[src/rtl/ysyx_23060171_pcu.sv]
// ysyx_23060171_pcu: program counter unit.
// Holds the PC. It offers the PC to fetch and then takes the next-PC decision
// from execute. The two handshakes alternate.
// Optional build macro YSYX_23060171_PCU_MISALIGN_EN enables target alignment
// checking. A misaligned target parks the unit in HALT with a sticky misalign flag.
module ysyx_23060171_pcu #(
  parameter logic [31:0] RESET_PC = 32'h8000_0000
) (
  input  logic        clk,
  input  logic        rst,
  input  logic [1:0]  PCSrc,
  input  logic [31:0] imm,
  input  logic [31:0] rs1,
  input  logic        in_valid,
  output logic        in_ready,
  output logic [31:0] pc,
  output logic        out_valid,
  input  logic        out_ready,
  output logic        redirect,
  output logic        misalign
);

  typedef enum logic [1:0] {
    FETCH = 2'd0,
    EXEC  = 2'd1,
    HALT  = 2'd2
  } state_t;

  // Next-PC selection. Reserved select 2'b11 falls back to sequential.
  function automatic logic [31:0] calc_target(
    input logic [1:0]  src,
    input logic [31:0] pc_v,
    input logic [31:0] imm_v,
    input logic [31:0] rs1_v
  );
    logic [31:0] t;
    case (src)
      2'b01:   t = pc_v + imm_v;
      2'b10:   t = (rs1_v + imm_v) & ~32'd1;
      default: t = pc_v + 32'd4;
    endcase
    return t;
  endfunction

  // Only jump and branch-register selections count as a redirect.
  function automatic logic is_redirect(input logic [1:0] src);
    return (src == 2'b01) || (src == 2'b10);
  endfunction

  state_t      state_r;
  logic [31:0] pc_r;
  logic        redirect_r;
  logic        out_valid_r;
  logic        in_ready_r;
  logic [31:0] target_s;
  logic        fault_s;

  // Target computation and alignment fault detection.
  always_comb begin
    target_s = calc_target(PCSrc, pc_r, imm, rs1);
`ifdef YSYX_23060171_PCU_MISALIGN_EN
    if (target_s[1:0] != 2'b00) begin
      fault_s = 1'b1;
    end else begin
      fault_s = 1'b0;
    end
`else
    fault_s = 1'b0;
`endif
  end

`ifdef YSYX_23060171_PCU_MISALIGN_EN
  logic misalign_r;

  // Sticky misalign flag. It clears only on reset.
  always_ff @(posedge clk) begin
    if (rst) begin
      misalign_r <= 1'b0;
    end else if (state_r == EXEC && in_valid && fault_s) begin
      misalign_r <= 1'b1;
    end
  end

  assign misalign = misalign_r;
`else
  assign misalign = 1'b0;
`endif

  // Control FSM. Handshake outputs are registered alongside the state.
  // Reset wins over any handshake in the same cycle.
  always_ff @(posedge clk) begin
    if (rst) begin
      state_r     <= FETCH;
      pc_r        <= RESET_PC;
      redirect_r  <= 1'b0;
      out_valid_r <= 1'b1;
      in_ready_r  <= 1'b0;
    end else begin
      redirect_r <= 1'b0;
      case (state_r)
        FETCH: begin
          if (out_ready) begin
            state_r     <= EXEC;
            out_valid_r <= 1'b0;
            in_ready_r  <= 1'b1;
          end
        end
        EXEC: begin
          if (in_valid) begin
            if (fault_s) begin
              // Misaligned target: keep pc and park until reset.
              state_r     <= HALT;
              out_valid_r <= 1'b0;
              in_ready_r  <= 1'b0;
            end else begin
              pc_r        <= target_s;
              redirect_r  <= is_redirect(PCSrc);
              state_r     <= FETCH;
              out_valid_r <= 1'b1;
              in_ready_r  <= 1'b0;
            end
          end
        end
        HALT: begin
          out_valid_r <= 1'b0;
          in_ready_r  <= 1'b0;
        end
        default: begin
          // Unreachable encoding: recover into a clean fetch.
          state_r     <= FETCH;
          out_valid_r <= 1'b1;
          in_ready_r  <= 1'b0;
        end
      endcase
    end
  end

  assign pc        = pc_r;
  assign redirect  = redirect_r;
  assign out_valid = out_valid_r;
  assign in_ready  = in_ready_r;

endmodule

[config.mk]
export PLATFORM = sky130hd
export DESIGN_NAME = ysyx_23060171_pcu
export DESIGN_NICKNAME = d
export VERILOG_FILES = /design/src/rtl/ysyx_23060171_pcu.sv
export SDC_FILE = /design/constraint.sdc
export NUM_CORES = 1
export LEC_CHECK = 0
export BUFFER_PORTS_ARGS = -buffer_cell sky130_fd_sc_hd__buf_4
export CORE_MARGIN = 3
export CORE_UTILIZATION = 58
export CTS_CLUSTER_SIZE = 20
export DETAILED_ROUTE_END_ITERATION = 8
export PLACE_DENSITY_LB_ADDON = 0.12
export SLEW_MARGIN = 5
export SYNTH_ARGS = -nofsm -noshare
export SYNTH_HDL_FRONTEND = slang
export SYNTH_SLANG_ARGS = --single-unit
[constraint.sdc]
create_clock -name clk -period 3.5 [get_ports clk]
set_clock_uncertainty 0.15 [all_clocks]
set_input_delay 0.175 -clock clk [delete_from_list [all_inputs] [get_ports clk]]
set_output_delay 0.175 -clock clk [all_outputs]
set_load 0.01 [all_outputs]
==> results.py <==
metrics = {
    "yosys": {
        "synth-async-reset-ratio_pct": 0,
        "synthCells": 754,
        "synth_compound_gate_area_share_pct": 35.9,
        "synth-xor-area-share_pct": 8.53,
        "synth_area_um2": 5340,
        "synth_nets": 890,
        "synthSimpleGateAreaFrac_pct": 21.7,
        "ys_seq_elements": 35,
        "synth_cell_type_count": 63,
        "yosysMostFrequentCell": "a21oi_1",
        "ys_warn_count": 0,
        "synthFlopType": "dfxtp_1",
        "yosys.area.top_type": "ha_1",
        "synth_edf_count": 0,
        "synth_top_family_by_area": "compound AO/OA/AOI/OAI gates",
        "synthAdderAreaFrac_pct": 15.7,
        "syn_area_per_cell_um2": 7.08,
        "yosys-top-cells-count": "a21oi_1 (87), nand2_1 (74), ha_1 (64), nor2_1 (55), o21ai_0 (53)",
        "yosysSeqAreaShare_pct": 13.1,
        "synth_area_leaders": "ha_1 (15%), dfxtp_1 (13%), a21oi_1 (8.2%)",
        "yosysTopAreaCellShare_pct": 15.0,
        "synthMuxAreaShare_pct": 0.773,
    },
    "critical_path": {
        "cp_max_fo": 6,
        "r2r_cells": 11,
        "required_ns": 3.53,
        "path_class": "register to register",
        "cp-start-kind": "register",
        "crit_buf_inv": 0,
        "crit_slowest_cell": "a2111oi_2",
        "cp.arrival_ns": 3.28,
        "end_kind": "register",
        "path_delay_family": "compound AO/OA/AOI/OAI gates",
        "crit_chain": "ha_1 > a21o_1 > a221o_1 > a211oi_2 > o211ai_2 > a2111oi_2 > o41ai_2 > xor2_1 > a211o_1 > a21oi_2 > nor3_1",
        "path_depth": 11,
        "slowest_delay_ns": 0.44,
    },
    "cts": {
        "cts_setup_buffers": 0,
        "cts.htree.levels": 2,
        "worstSkewPairLatency_ns": 0.30,
        "numClockSinks": 35,
        "clock-root-buffer": "clkbuf_8",
        "numCtsBuffers": 5,
        "post_cts_resized": 0,
        "holdBufCountCts": 1,
        "cts_tree": "done",
        "cts_buffer_depth": 2,
        "path_clk_slew_ns": 0.09,
    },
    "sta": {
        "worst_slew_pin_slew_ns": 0.944,
        "fin_crit_sh_pct": 92.7,
        "relSlewSlack_pct": 37.1,
        "whs_ns": 0.135,
        "finalCriticalPeriod_ns": 3.24,
        "hold_viol": 0,
        "fin_tns_setup_ns": 0,
        "finalSetupViolations": 0,
        "maxSlewViolCount": 0,
        "max_freq_mhz": 308,
        "rsz0062_at_grt": "no",
    },
    "floorplanning": {
        "std_cell_rows": 34,
        "core_um2": 8850,
        "fp.dieArea_um2": 10400,
        "initial_core_util_pct": 60.3,
        "floorplan.die.width_um": 102,
        "pin_count": 106,
        "die_h_um": 102,
    },
    "global_route": {
        "antenna_found_initial": 0,
        "grt_use_total_pct": 35.2,
        "grt_pass1_vias": 6012,
        "grt_max_degree": 38,
        "grt_overflow_total": 0,
        "grt_pass1_wl_mm": 29.2,
    },
    "pwr": {
        "peakVddDrop_uv": 172,
        "p_leak_nw": 3.06,
        "p_per_area_nw_per_um2": 247,
    },
    "layout": {
        "drive_above_1_share_pct": 17.2,
        "num-fill-cells": 763,
        "utilization_pct": 73.0,
        "area_growth_pct": 20.9,
        "multi_input_area_um2": 4420,
        "layout.nets": 997,
        "regArea_um2": 701,
        "diodes": 0,
    },
    "drt": {
        "drc_errors": 0,
        "ant_nets": 0,
        "drt_first_pass_iters": 6,
        "drt-initial-drc-count": 502,
        "wl_per_cell_um": 19.0,
        "vias": 6390,
        "vias_per_cell": 6.59,
        "wl_mm": 18.5,
    },
    "status": {
        "status": "finished, final reports clean",
    },
    "job": {
        "cap_viol_max_count": 0,
    },
    "place": {
        "place_hpwl_mm": 14.6,
        "io_buffer_count": 104,
        "gp_congestion": 0.938,
    },
    "worst_hold_path": {
        "hp-class": "input pin to register",
        "hold_path_depth": 2,
    },
}
-- stage by stage --
step	power [mW]	instance area, µm²	cells	setup slack, ns
after global placement	1.17	6330	961	0.395
after detailed placement	1.19	6330	961	0.275
after CTS	1.57	6460	970	0.266
final	1.59	6460	970	0.257
after global routing	1.68	6460	970	0.0799
after floorplan	0.930	5340	754	0.453
-- worst paths after layout --
path | from | end | slack (ns)
worst max register to register | pc[7] | pc[29] | 0.26
worst min register to register | pc[0] | pc[0] | 0.33
worst min-delay path | rst | pc[2] | 0.13
worst max-delay path | pc[7] | pc[29] | 0.26
-- logic make-up after synthesis --
logic type,Yosys count
flops,35
mux,4
fa+ha+maj,66
other cells,1
xor+xnor,52
buf+inv,58
compound gates,295
simple gates,243
-- cells in the final DEF, fill, tap and decap left out, types with 8 or more instances in the layout --
cell        n
a21o_1     37
a21oi_1    87
a221oi_1   10
a22oi_1    12
a31oi_1    18
and3_1     14
buf_4     131
dfxtp_1    35
ha_1       64
inv_1      25
nand2_1    74
nand3_1    32
nand4_1    14
nor2_1     55
nor3_1     15
o21ai_0    53
o21bai_1   10
o31ai_1     8
xnor2_1    25
xor2_1     27
-- flip-flops by register name, indices dropped and copies added (netlist names) --
register   cells
redirect       1
in_ready       1
pc            32
out_valid      1
-- worst register-to-register path, stage by stage (launching register included) --
cell	delay (ns)
dfxtp_1	0.43
ha_1	0.33
a21o_1	0.20
a221o_1	0.37
a211oi_2	0.23
o211ai_2	0.18
a2111oi_2	0.44
o41ai_2	0.16
xor2_1	0.17
a211o_1	0.32
a21oi_2	0.10
nor3_1	0.05
-- layout make-up --
| type | instances | area share, % |
|---|---|---|
| Multi-Input combinational cell | 661 | 68.4 |
| Timing Repair Buffer | 132 | 15.4 |
| Sequential cell | 35 | 10.9 |
| Tap cell | 108 | 2.09 |
| Inverter | 26 | 1.51 |
| Clock buffer | 5 | 1.07 |
| Clock inverter | 3 | 0.678 |
-- layer usage --
metal  part of all wire, %  routed length [µm]  GRT usage, %
met1                    41                7480          46.5
met4                   3.4                 633          14.3
met5                     0                   0             0
met3                   9.5                1750          4.44
met2                    47                8590          58.4
-- report_power, final --
group          total [mW]  switching, mW  internal (mW)  leakage [nW]
Clock               0.397          0.184          0.213        0.0581
Combinational       0.766          0.442          0.324          2.71
Sequential          0.431         0.0180          0.413         0.284
Total                1.59          0.644          0.950          3.06
No activity file was read; power rests on OpenSTA's default activity.
